## src/rtl/fht_butterfly.sv

```systemverilog
// fht_butterfly: two-point radix-2 butterfly for the fast Hartley transform.
//
//   m    = round((cos*x1 + sin*x2) / W_MAX)        (stage 1, register ROUND_SUM_MUL)
//   oY_0 = round((x0 + m) / 2)                      (stage 2, registered)
//   oY_1 = round((x0 - m) / 2)                      (stage 2, registered)
//
// Rounding is round-half-up (add half, arithmetic shift right).
// x1, x2 and the twiddle pair enter one cycle before the matching x0.
//
// Build option:
//   FHT_BUT_SAT_EN defined   -> stage-2 results saturate to [-MAX_D, MAX_D-1]
//   FHT_BUT_SAT_EN undefined -> stage-2 results keep their low D_BIT bits (wrap)
//
// Reset iRESET is synchronous and active-high. It clears ROUND_SUM_MUL, oY_0
// and oY_1, so any samples in flight are discarded.

module fht_butterfly #(
   parameter int D_BIT      = 16,
   parameter int W_BIT      = 16,
   parameter int HALF_W_MAX = 2 ** (W_BIT - 3)
) (
   input  logic                    iCLK,
   input  logic                    iRESET,
   input  logic signed [D_BIT-1:0] iX_0,
   input  logic signed [D_BIT-1:0] iX_1,
   input  logic signed [D_BIT-1:0] iX_2,
   input  logic signed [W_BIT-1:0] iSIN,
   input  logic signed [W_BIT-1:0] iCOS,
   output logic signed [D_BIT-1:0] oY_0,
   output logic signed [D_BIT-1:0] oY_1
);

   // Word widths along the datapath.
   localparam int P_BIT = D_BIT + W_BIT;     // one product
   localparam int S_BIT = P_BIT + 1;         // sum of two products, cannot overflow
   localparam int M_BIT = D_BIT + 2;         // rotated value, |m| <= sqrt(2)*MAX_D
   localparam int A_BIT = D_BIT + 3;         // x0 +/- m, with headroom for the +1
   localparam int SHIFT = W_BIT - 2;         // divide by W_MAX

   // Rounding constants, kept signed so the shifts stay arithmetic.
   localparam logic signed [S_BIT-1:0] ROUND_K = S_BIT'(HALF_W_MAX);
   localparam logic signed [A_BIT-1:0] A_ONE   = {{(A_BIT-1){1'b0}}, 1'b1};

   // Output range limits, expressed in the stage-2 width.
   localparam logic signed [A_BIT-1:0] A_HI = {{(A_BIT-D_BIT+1){1'b0}}, {(D_BIT-1){1'b1}}};
   localparam logic signed [A_BIT-1:0] A_LO = {{(A_BIT-D_BIT+1){1'b1}}, {(D_BIT-1){1'b0}}};
   localparam logic signed [D_BIT-1:0] D_HI = {1'b0, {(D_BIT-1){1'b1}}};
   localparam logic signed [D_BIT-1:0] D_LO = {1'b1, {(D_BIT-1){1'b0}}};

   // Divide the product sum by W_MAX with round-half-up. The result always fits
   // M_BIT because the twiddle pair lies on the unit circle.
   function automatic logic signed [M_BIT-1:0] round_to_unit(
      input logic signed [S_BIT-1:0] sum_v
   );
      logic signed [S_BIT-1:0] shifted_v;
      shifted_v = (sum_v + ROUND_K) >>> SHIFT;
      return M_BIT'(shifted_v);
   endfunction

   // Halve with round-half-up; the result keeps the stage-2 width.
   function automatic logic signed [A_BIT-1:0] halve_round(
      input logic signed [A_BIT-1:0] val_v
   );
      return (val_v + A_ONE) >>> 1;
   endfunction

   // Bring a halved stage-2 value back to the output word width.
   function automatic logic signed [D_BIT-1:0] fit_word(
      input logic signed [A_BIT-1:0] val_v
   );
      logic signed [D_BIT-1:0] res_v;
`ifdef FHT_BUT_SAT_EN
      if (val_v > A_HI) begin
         res_v = D_HI;
      end else if (val_v < A_LO) begin
         res_v = D_LO;
      end else begin
         res_v = D_BIT'(val_v);
      end
`else
      // Wrap: only the low bits are kept. The range limits are unused here.
      res_v = D_BIT'(val_v);
`endif
      return res_v;
   endfunction

   // Stage-1 signals
   logic signed [P_BIT-1:0] p1_s;
   logic signed [P_BIT-1:0] p2_s;
   logic signed [S_BIT-1:0] sum_s;
   logic signed [M_BIT-1:0] m_s;

   // Stage-1 register: the rotated, rounded value m
   logic signed [M_BIT-1:0] ROUND_SUM_MUL;

   // Stage-2 signals
   logic signed [A_BIT-1:0] a_s;
   logic signed [A_BIT-1:0] b_s;
   logic signed [A_BIT-1:0] a_half_s;
   logic signed [A_BIT-1:0] b_half_s;
   logic signed [D_BIT-1:0] y0_s;
   logic signed [D_BIT-1:0] y1_s;

   // Stage 1: rotate (x1, x2) by the twiddle pair and scale back to data units.
   always_comb begin
      p1_s  = P_BIT'(iCOS) * P_BIT'(iX_1);
      p2_s  = P_BIT'(iSIN) * P_BIT'(iX_2);
      sum_s = S_BIT'(p1_s) + S_BIT'(p2_s);
      m_s   = round_to_unit(sum_s);
   end

   // Stage-1 register, cleared by reset.
   always_ff @(posedge iCLK) begin
      if (iRESET) begin
         ROUND_SUM_MUL <= {M_BIT{1'b0}};
      end else begin
         ROUND_SUM_MUL <= m_s;
      end
   end

   // Stage 2: butterfly add/subtract against x0, halve, then fit to D_BIT.
   always_comb begin
      a_s      = A_BIT'(iX_0) + A_BIT'(ROUND_SUM_MUL);
      b_s      = A_BIT'(iX_0) - A_BIT'(ROUND_SUM_MUL);
      a_half_s = halve_round(a_s);
      b_half_s = halve_round(b_s);
      y0_s     = fit_word(a_half_s);
      y1_s     = fit_word(b_half_s);
   end

   // Output registers, cleared by reset.
   always_ff @(posedge iCLK) begin
      if (iRESET) begin
         oY_0 <= {D_BIT{1'b0}};
         oY_1 <= {D_BIT{1'b0}};
      end else begin
         oY_0 <= y0_s;
         oY_1 <= y1_s;
      end
   end

endmodule

```

## config.mk

```make
export PLATFORM = sky130hd
export DESIGN_NAME = fht_butterfly
export DESIGN_NICKNAME = d
export VERILOG_FILES = /design/src/rtl/fht_butterfly.sv
export SDC_FILE = /design/constraint.sdc
export NUM_CORES = 1
export LEC_CHECK = 0
export ABC_CLOCK_PERIOD_IN_PS = 18550
export CAP_MARGIN = 20
export CORE_UTILIZATION = 62
export CTS_CLUSTER_SIZE = 20
export DETAILED_ROUTE_END_ITERATION = 8
export GPL_TIMING_DRIVEN = 0
export MAX_ROUTING_LAYER = met4
export PLACE_DENSITY = 0.86
export SLEW_MARGIN = 40
export SYNTH_ARGS = -nofsm -noshare
export SYNTH_HDL_FRONTEND = slang
export SYNTH_SLANG_ARGS = --single-unit
```

## constraint.sdc

```tcl
create_clock -name iCLK -period 18.55 [get_ports iCLK]
set_input_delay 3.71 -clock iCLK [delete_from_list [all_inputs] [get_ports iCLK]]
set_output_delay 3.71 -clock iCLK [all_outputs]
set_load 0.005 [all_outputs]
```

After elaboration in Yosys (flattened, before gate mapping)
Cells that the tools add are included.
- multipliers: 2
- add/subtract/negate cells: 6
- operators with widths (cell ; count):
    multiplier 16 x 16 -> 31 bit ; 2
    adder 17 x 2 -> 17 bit (second input constant) ; 2
    adder 31 x 15 -> 31 bit (second input constant) ; 1
    adder 31 bit ; 1
    adder 16 x 17 -> 17 bit ; 1
    subtractor 16 x 17 -> 17 bit ; 1
- output and inout bits: 32
- flip-flop bits (word level): 49
- bits of input ports: 82

Longest topological paths before layout
Gate-level depths: netlist of the first run.
- word-level depth: 3
- gate-level depth with buffers: 27
- mapped depth without buffers: 26

Worst setup path before layout of the first run
Ideal clock, no wire load.
- path kind: input -> register
- start point: input iSIN[15]
- end point: register ROUND_SUM_MUL[15]
- arrival time: 10.336 ns
- slack: 8.091 ns
- setup time: 0.123 ns
- stages: 24
- buffers on the path: 1
- cell sequence: clkbuf_1 nand2_1 inv_1 fa_1 fa_1 inv_1 fa_1 inv_1 fa_1 fa_1 fa_1 fa_1 inv_1 fa_1 inv_1 ha_1 a21o_1 a21o_1 a21o_1 a21o_1 a21oi_1 o31ai_2 o31ai_2 mux2_1
- cells in the longest elaborated chain, start to end: 3
- RTL lines (item ; line ; RTL):
    start, declared ; 27 ; input logic signed [W_BIT-1:0] iSIN,
    multiplier 16 x 16 -> 31 bit ; 107 ; p2_s = P_BIT'(iSIN) * P_BIT'(iX_2);
    adder 31 bit ; 108 ; sum_s = S_BIT'(p1_s) + S_BIT'(p2_s);
    adder 31 x 15 -> 31 bit ; 56 ; shifted_v = (sum_v + ROUND_K) >>> SHIFT;
    end signal, assigned ; 115 ; ROUND_SUM_MUL <= {M_BIT{1'b0}};
    end signal, assigned ; 117 ; ROUND_SUM_MUL <= m_s;
    end, declared ; 94 ; logic signed [M_BIT-1:0] ROUND_SUM_MUL;
Every way passes these cells.
A chain may end at the register's enable or synchronous reset.

Worst setup path in the final report of the first run
- start point: input iX_2[7]
- end point: register ROUND_SUM_MUL[15]
- cells in the longest elaborated chain, start to end: 3
- RTL lines (item ; line ; RTL):
    start, declared ; 26 ; input logic signed [D_BIT-1:0] iX_2,
    multiplier 16 x 16 -> 31 bit ; 107 ;
    adder 31 bit ; 108 ;
    adder 31 x 15 -> 31 bit ; 56 ;
Every way passes these cells.

==> summary.md, run 1 <==
| Metric | Value |
|---|---|
| Status | `finished, final reports clean` |
| CP arrival | `11.87 ns` |
| Starting DRT DRC Count | `1155` |
| CTS root buf | `clkbuf_16` |
| Synth-to-Final Area Change | `8.48%` |
| Worst skew pair latency | `0.30 ns` |
| Mapped cell area | `21900 sq um` |
| Final ANT Viol Nets | `0` |
| Wirelength per Cell | `18.8 um` |
| First-pass GRT wire length | `91200 um` |
| Max incr delay on CP | `0.79 ns` |
| Synth top area share | `51.3%` |
| Finish-stage setup viols | `0` |
| Die Area | `36000 sq um` |
| Initial core utilization | `63.1%` |
| Required @ worst endpoint | `18.73 ns` |
| Pin count of the biggest net entering global routing | `18` |
| Synthesis Warnings | `0` |
| Routed WL | `55600 um` |
| Final hold vios | `0` |
| Die span in y | `190 um` |
| Initial antenna violation count | `0` |
| Ys flop type | `dfxtp_1` |
| Worst setup EP type | `flip-flop` |
| Hpwl dp | `49800 um` |
| CP most frequent cell | `fa_1` |
| Hold Path Origin | `ROUND_SUM_MUL[16]` |
| CTS tree | `done` |
| Hold Path Stages | `3` |
| Headroom to the max-slew limit | `41.6%` |
| Worst reg2reg setup slack | `15.62 ns` |
| Final clock skew | `0.00443 ns` |
| Via Count | `15981` |
| RSZ-0062 raised after global routing | `no` |
| Nets@finish | `3322` |
| Site Rows | `68` |
| FF-to-FF End | `oY_1[15]` |
| MaxCap Viol Count | `0` |
| Setup TNS | `0 ns` |
| Pre-antenna DRT Iters | `5` |
| Hold EP | `oY_0[15]` |
| Ratio of cells with drive above 1 in the final layout | `0.681%` |
| Yosys reg bits | `49` |
| Crit path time final | `11.68 ns` |
| CP delay by family, top | `adder cells` |
| Buf+Inv Stages, Crit Path | `7` |
| Synth area leaders | `fa_1 (51%), inv_1 (12%), ha_1 (11%)` |
| Layout Cells excl Fill | `2953` |
| CTS buffer count | `5` |
| GRT Overall Usage | `34.5%` |
| CP Launch Type | `input port` |
| Syn Area/Cell | `9.20 sq um` |
| Core box area | `34600 sq um` |
| Reg2Reg Depth | `11` |
| Worst Path Max Fanout | `10` |
| Hold-fix buffers at CTS | `0` |
| DRC | `0` |
| Hold_ws | `0.648 ns` |
| FF-to-FF Start | `ROUND_SUM_MUL[2]` |
| Setup repair bufs after CTS | `0` |
| Actual slew at the worst max-slew pin | `0.867 ns` |
| Grt ovf | `0` |
| IO Port Bufs | `113` |
| Slew Limit Fails | `0` |
| H-tree levels | `2` |
| Die W | `190 um` |
| Ports | `114` |
| Resize count post-CTS | `0` |
| Reg clk slew, reported paths | `0.06 ns` |
| Vias in the first global route | `17861` |
| Area leader, netlist | `fa_1` |
| EDFF count, synth | `0` |
| Synthesized instance count | `2376` |
| CTS max path bufs | `2` |
| Worst setup path class | `input port to flip-flop` |
| Clock sinks | `49` |
| Slowest cell on crit path | `clkdlybuf4s50_1` |
| Drt via density | `5.41` |
| Final period util | `63.0%` |
| Hold/Removal Path Class | `flip-flop to flip-flop` |
| Post-synthesis sequential area ratio | `4.49%` |
| Syn nets | `3202` |
| Gpl congestion | `0.995` |
| FFs w/ async S/R, synth | `0%` |
| Netlist cell types | `52` |
| Cells after DPL | `2944` |
| Fmax | `85.6 MHz` |
-- area by class of cell --
class | count | area [sq um]
inverters | 687 | 2580
clock buffers | 5 | 125
multi-input cells | 1570 | 18000
repair buffers | 113 | 1130
fillers | 2640 | 10900
flip-flops and latches | 49 | 981
plain buffers | 70 | 263
diodes | 1 | 2.50
well taps | 455 | 569
clock inverters | 3 | 26.3
-- kinds of logic (layout without fill, tap and decap cells) --
family | Yosys count | after routing | synth area share (%)
flip-flops | 49 | 49 | 4.49
XOR/XNOR | 63 | 63 | 2.56
AO/OA/AOI/OAI | 121 | 121 | 3.56
buffers and inverters | 757 | 878 | 13.0
adder cells (fa/ha/maj) | 744 | 744 | 61.8
other | 0 | 1 | 0
multiplexers | 5 | 5 | 0.258
AND/OR/NAND/NOR | 637 | 637 | 14.3
-- synthesized netlist by cell type, drive strengths merged (2+ instances only) --
master / number
inv: 687
fa: 560
nand2: 268
and2: 225
ha: 184
nor2: 70
clkbuf: 68
dfxtp: 49
a21oi: 43
xnor2: 42
o21ai: 23
xor2: 21
nor2b: 20
a21o: 19
nand2b: 16
nand4: 7
nor3: 7
nand3: 6
or3: 6
a211oi: 5
mux2: 5
o21bai: 5
o31ai: 4
a31oi: 3
o21a: 3
or2: 3
a21boi: 2
and3: 2
buf: 2
nor3b: 2
o211ai: 2
o31a: 2
o41ai: 2
-- worst register-to-register path, delay by kind of cell, from the launching register on --
| family | cells | cell delay, ns |
|---|---|---|
| AOI/OAI and AO/OA | 5 | 1.34 |
| adders and majority gates | 2 | 0.64 |
| DFF | 1 | 0.33 |
| and+or+nand+nor | 2 | 0.29 |
| xor gates and xnor gates | 1 | 0.14 |
| buffers and inverters | 1 | 0.05 |
-- registers in the layout, summed over array words and instances, names as in the netlist --
register,count
oY_0,16
oY_1,16
ROUND_SUM_MUL,17
-- placed cells by master, fill, tap and decap left out, types with 16 or more instances in the layout --
master / netlist / final
dfxtp_1: 49 / 49
and2_1: 225 / 225
nor2_1: 70 / 70
inv_1: 687 / 687
nand2_1: 268 / 268
clkdlybuf4s50_1: 0 / 113
xor2_1: 21 / 21
ha_1: 184 / 184
nor2b_1: 20 / 20
clkbuf_1: 68 / 68
o21ai_0: 16 / 16
a21oi_1: 42 / 42
nand2b_1: 16 / 16
xnor2_1: 41 / 41
a21o_1: 19 / 19
fa_1: 560 / 560
-- how the worst max path moves through the flow --
stage	startpoint	endpoint	slack [ns]	cells past startpoint
finish	iX_2[7]	ROUND_SUM_MUL[15]	6.87	25
global route	iSIN[15]	ROUND_SUM_MUL[15]	6.51	25
CTS	iSIN[15]	ROUND_SUM_MUL[15]	6.91	25
detailed placement	iSIN[15]	ROUND_SUM_MUL[15]	6.63	25
global placement	iSIN[15]	ROUND_SUM_MUL[15]	6.79	25
floorplan	iSIN[15]	ROUND_SUM_MUL[15]	8.09	24
-- per-layer routing --
layer | track usage, % | wire [um] | up-vias
met4 | 11.9 | 2100 | 0
met1 | 43.6 | 21800 | 8098
met2 | 54.2 | 26200 | 711
met3 | 8.89 | 5550 | 143
li1 | - | - | 7029
met5 | - | 0 | -
-- per-stage QoR --
step	area, sq um	utilization, %	setup WS (ns)
CTS	23700	68.5	6.91
finish	23700	68.5	6.87
global placement	23600	68.0	6.79
detailed placement	23600	68.0	6.63
global route	23700	68.5	6.51
floorplan	21900	-	8.09
Power of run 1 is not shown: default switching activity piles up to over one toggle a cycle in this logic, so the estimate is an artifact.
==> run 2, diff against run 1 <==
- ABC_CLOCK_PERIOD_IN_PS: 18550 -> 11050
- clock period: 18.55 -> 11.05 ns (I/O delays scaled with it)
==> results of run 2 <==
The final DEF is identical to that of run 1. Status: finished, final reports clean.
Main changes from that run: setup slack after placement 6.63 ns -> 0.627 ns; setup slack after layout 6.87 ns -> 0.868 ns; register-to-register setup slack 15.62 ns -> 8.12 ns
Power of run 2 is left out for the same reason.
==> run 3, diff against run 2 <==
- CORE_MARGIN: unset -> 1.5
- MAX_ROUTING_LAYER: met4 -> unset
==> run 3 against run 2 <==
Effect of this change: via count hardly changed; global-route usage down 1.6 points; worst setup slack got worse by 0.024 ns; utilization grew 0.065 points; routed wire length grew 0.39%; worst hold slack gained 0.042 ns; sequential share of layout area about the same; first-iteration DRC count down 0.52%; largest cell class unchanged; register-to-register slack lost 0.08 ns; sequential cell count unchanged; critical endpoint unchanged.
==> summary.md, run 3 (synthesized netlist as in run 1, its figures left out) <==
| Metric | Value |
|---|---|
| Buf+Inv Stages, Crit Path | `7` |
| Required @ worst endpoint | `11.24 ns` |
| Synth-to-Final Area Change | `8.58%` |
| Ports | `114` |
| CP delay by family, top | `adder cells` |
| Drt via density | `5.41` |
| Worst reg2reg setup slack | `8.04 ns` |
| Initial antenna violation count | `0` |
| Wirelength per Cell | `18.9 um` |
| Final ANT Viol Nets | `0` |
| Finish-stage setup viols | `0` |
| Slew Limit Fails | `0` |
| Final clock skew | `0.00296 ns` |
| IO Port Bufs | `113` |
| Commonest cells after routing, fill and taps aside | `inv_1 (687), fa_1 (560), nand2_1 (268), and2_1 (225), ha_1 (184)` |
| Slowest cell on crit path | `fa_1` |
| Gpl congestion | `0.973` |
| Pin count of the biggest net entering global routing | `16` |
| Worst skew pair latency | `0.29 ns` |
| Crit path time final | `10.21 ns` |
| Ratio of cells with drive above 1 in the final layout | `0.681%` |
| Status | `finished, final reports clean` |
| Resize count post-CTS | `0` |
| GRT Overall Usage | `32.9%` |
| Setup repair bufs after CTS | `0` |
| Reg clk slew, reported paths | `0.06 ns` |
| Worst setup path class | `input port to flip-flop` |
| Core box area | `34600 sq um` |
| Fmax | `98.0 MHz` |
| Layout Cells excl Fill | `2952` |
| Die span in y | `191 um` |
| Die Area | `36400 sq um` |
| H-tree levels | `2` |
| Cell Area, Placed | `23600 sq um` |
| Headroom to the max-slew limit | `40.7%` |
| CTS max path bufs | `2` |
| Dpl ws | `0.617 ns` |
| Grt ovf | `0` |
| Final hold vios | `0` |
| N_diodes | `0` |
| Most common cell after layout, fill and taps aside | `inv_1` |
| Cells after DPL | `2944` |
| Hold/Removal Path Class | `flip-flop to flip-flop` |
| Largest Register | `ROUND_SUM_MUL` |
| CP most frequent cell | `fa_1` |
| Nets@finish | `3322` |
| Hpwl dp | `49700 um` |
| Die W | `191 um` |
| CTS tree | `done` |
| CP Launch Type | `input port` |
| Routed WL | `55800 um` |
| First-pass GRT wire length | `91400 um` |
| Setup ws final | `0.844 ns` |
| Clock sinks | `49` |
| CP arrival | `10.39 ns` |
| Actual slew at the worst max-slew pin | `0.880 ns` |
| Site Rows | `68` |
| Via Count | `15976` |
| CTS root buf | `clkbuf_16` |
| Top flop regs | `ROUND_SUM_MUL (17), oY_0 (16), oY_1 (16)` |
| DRC | `0` |
| Pre-antenna DRT Iters | `5` |
| CTS buffer count | `5` |
| Final period util | `92.4%` |
| Max incr delay on CP | `0.86 ns` |
| MaxCap Viol Count | `0` |
| Vias in the first global route | `17706` |
| RSZ-0062 raised after global routing | `no` |
| Max reg flops | `17` |
| Starting DRT DRC Count | `1149` |
| Worst Path Max Fanout | `10` |
| Setup TNS | `0 ns` |
| Worst setup EP type | `flip-flop` |
| Final Cell Area | `23700 sq um` |
| Initial core utilization | `63.1%` |
| Hold-fix buffers at CTS | `0` |
==> run 3: cell count changes in the layout (fill, tap and decap cells not counted) <==
| cell | before | now |
|---|---|---|
| diode_2 | 1 | 0 |
| clkbuf_8 | 0 | 1 |
| clkinvlp_4 | 2 | 1 |
| inv_8 | 1 | 0 |
| bufinv_16 | 0 | 1 |
==> run 3: final timing paths <==
check	start	endpoint	cells past startpoint
setup / recovery	iSIN[15]	ROUND_SUM_MUL[15]	25
hold / removal	ROUND_SUM_MUL[16]	oY_0[15]	3
setup reg to reg	ROUND_SUM_MUL[1]	oY_1[14]	13
hold reg to reg	ROUND_SUM_MUL[16]	oY_0[15]	3
==> run 3: cell type report <==
type                            count  area (sq um)
Clock buffer                        6           139
Multi-Input combinational cell   1570         18000
Tap cell                          455           569
Buffer                             70           263
Timing Repair Buffer              113          1130
Sequential cell                    49           981
Inverter                          687          2580
Clock inverter                      2          37.5
Fill cell                        2580         10900
==> run 3: routing by layer <==
layer  GRT usage, %  part of all wire [%]
met4           8.99                   3.1
met5              0                     0
met2           54.5                    48
met1           44.7                    39
met3           5.74                   9.6
==> run 3: per-stage QoR <==
stage	util [%]	hold WS (ns)
3_3_place_gp	68.0	0.629
4_1_cts	68.6	0.687
5_1_grt	68.6	0.749
2_1_floorplan	-	0.584
6_report	68.6	0.689
3_5_place_dp	68.0	0.683
==> run 3: worst min-delay path, delay by kind of cell, from the launching register on <==
| family | cells | cell delay, ns |
|---|---|---|
| flip-flops | 1 | 0.34 |
| XOR/XNOR | 1 | 0.13 |
| AND/OR/NAND/NOR | 1 | 0.11 |
| AO/OA/AOI/OAI | 1 | 0.06 |
Power of run 3 is left out for the same reason.
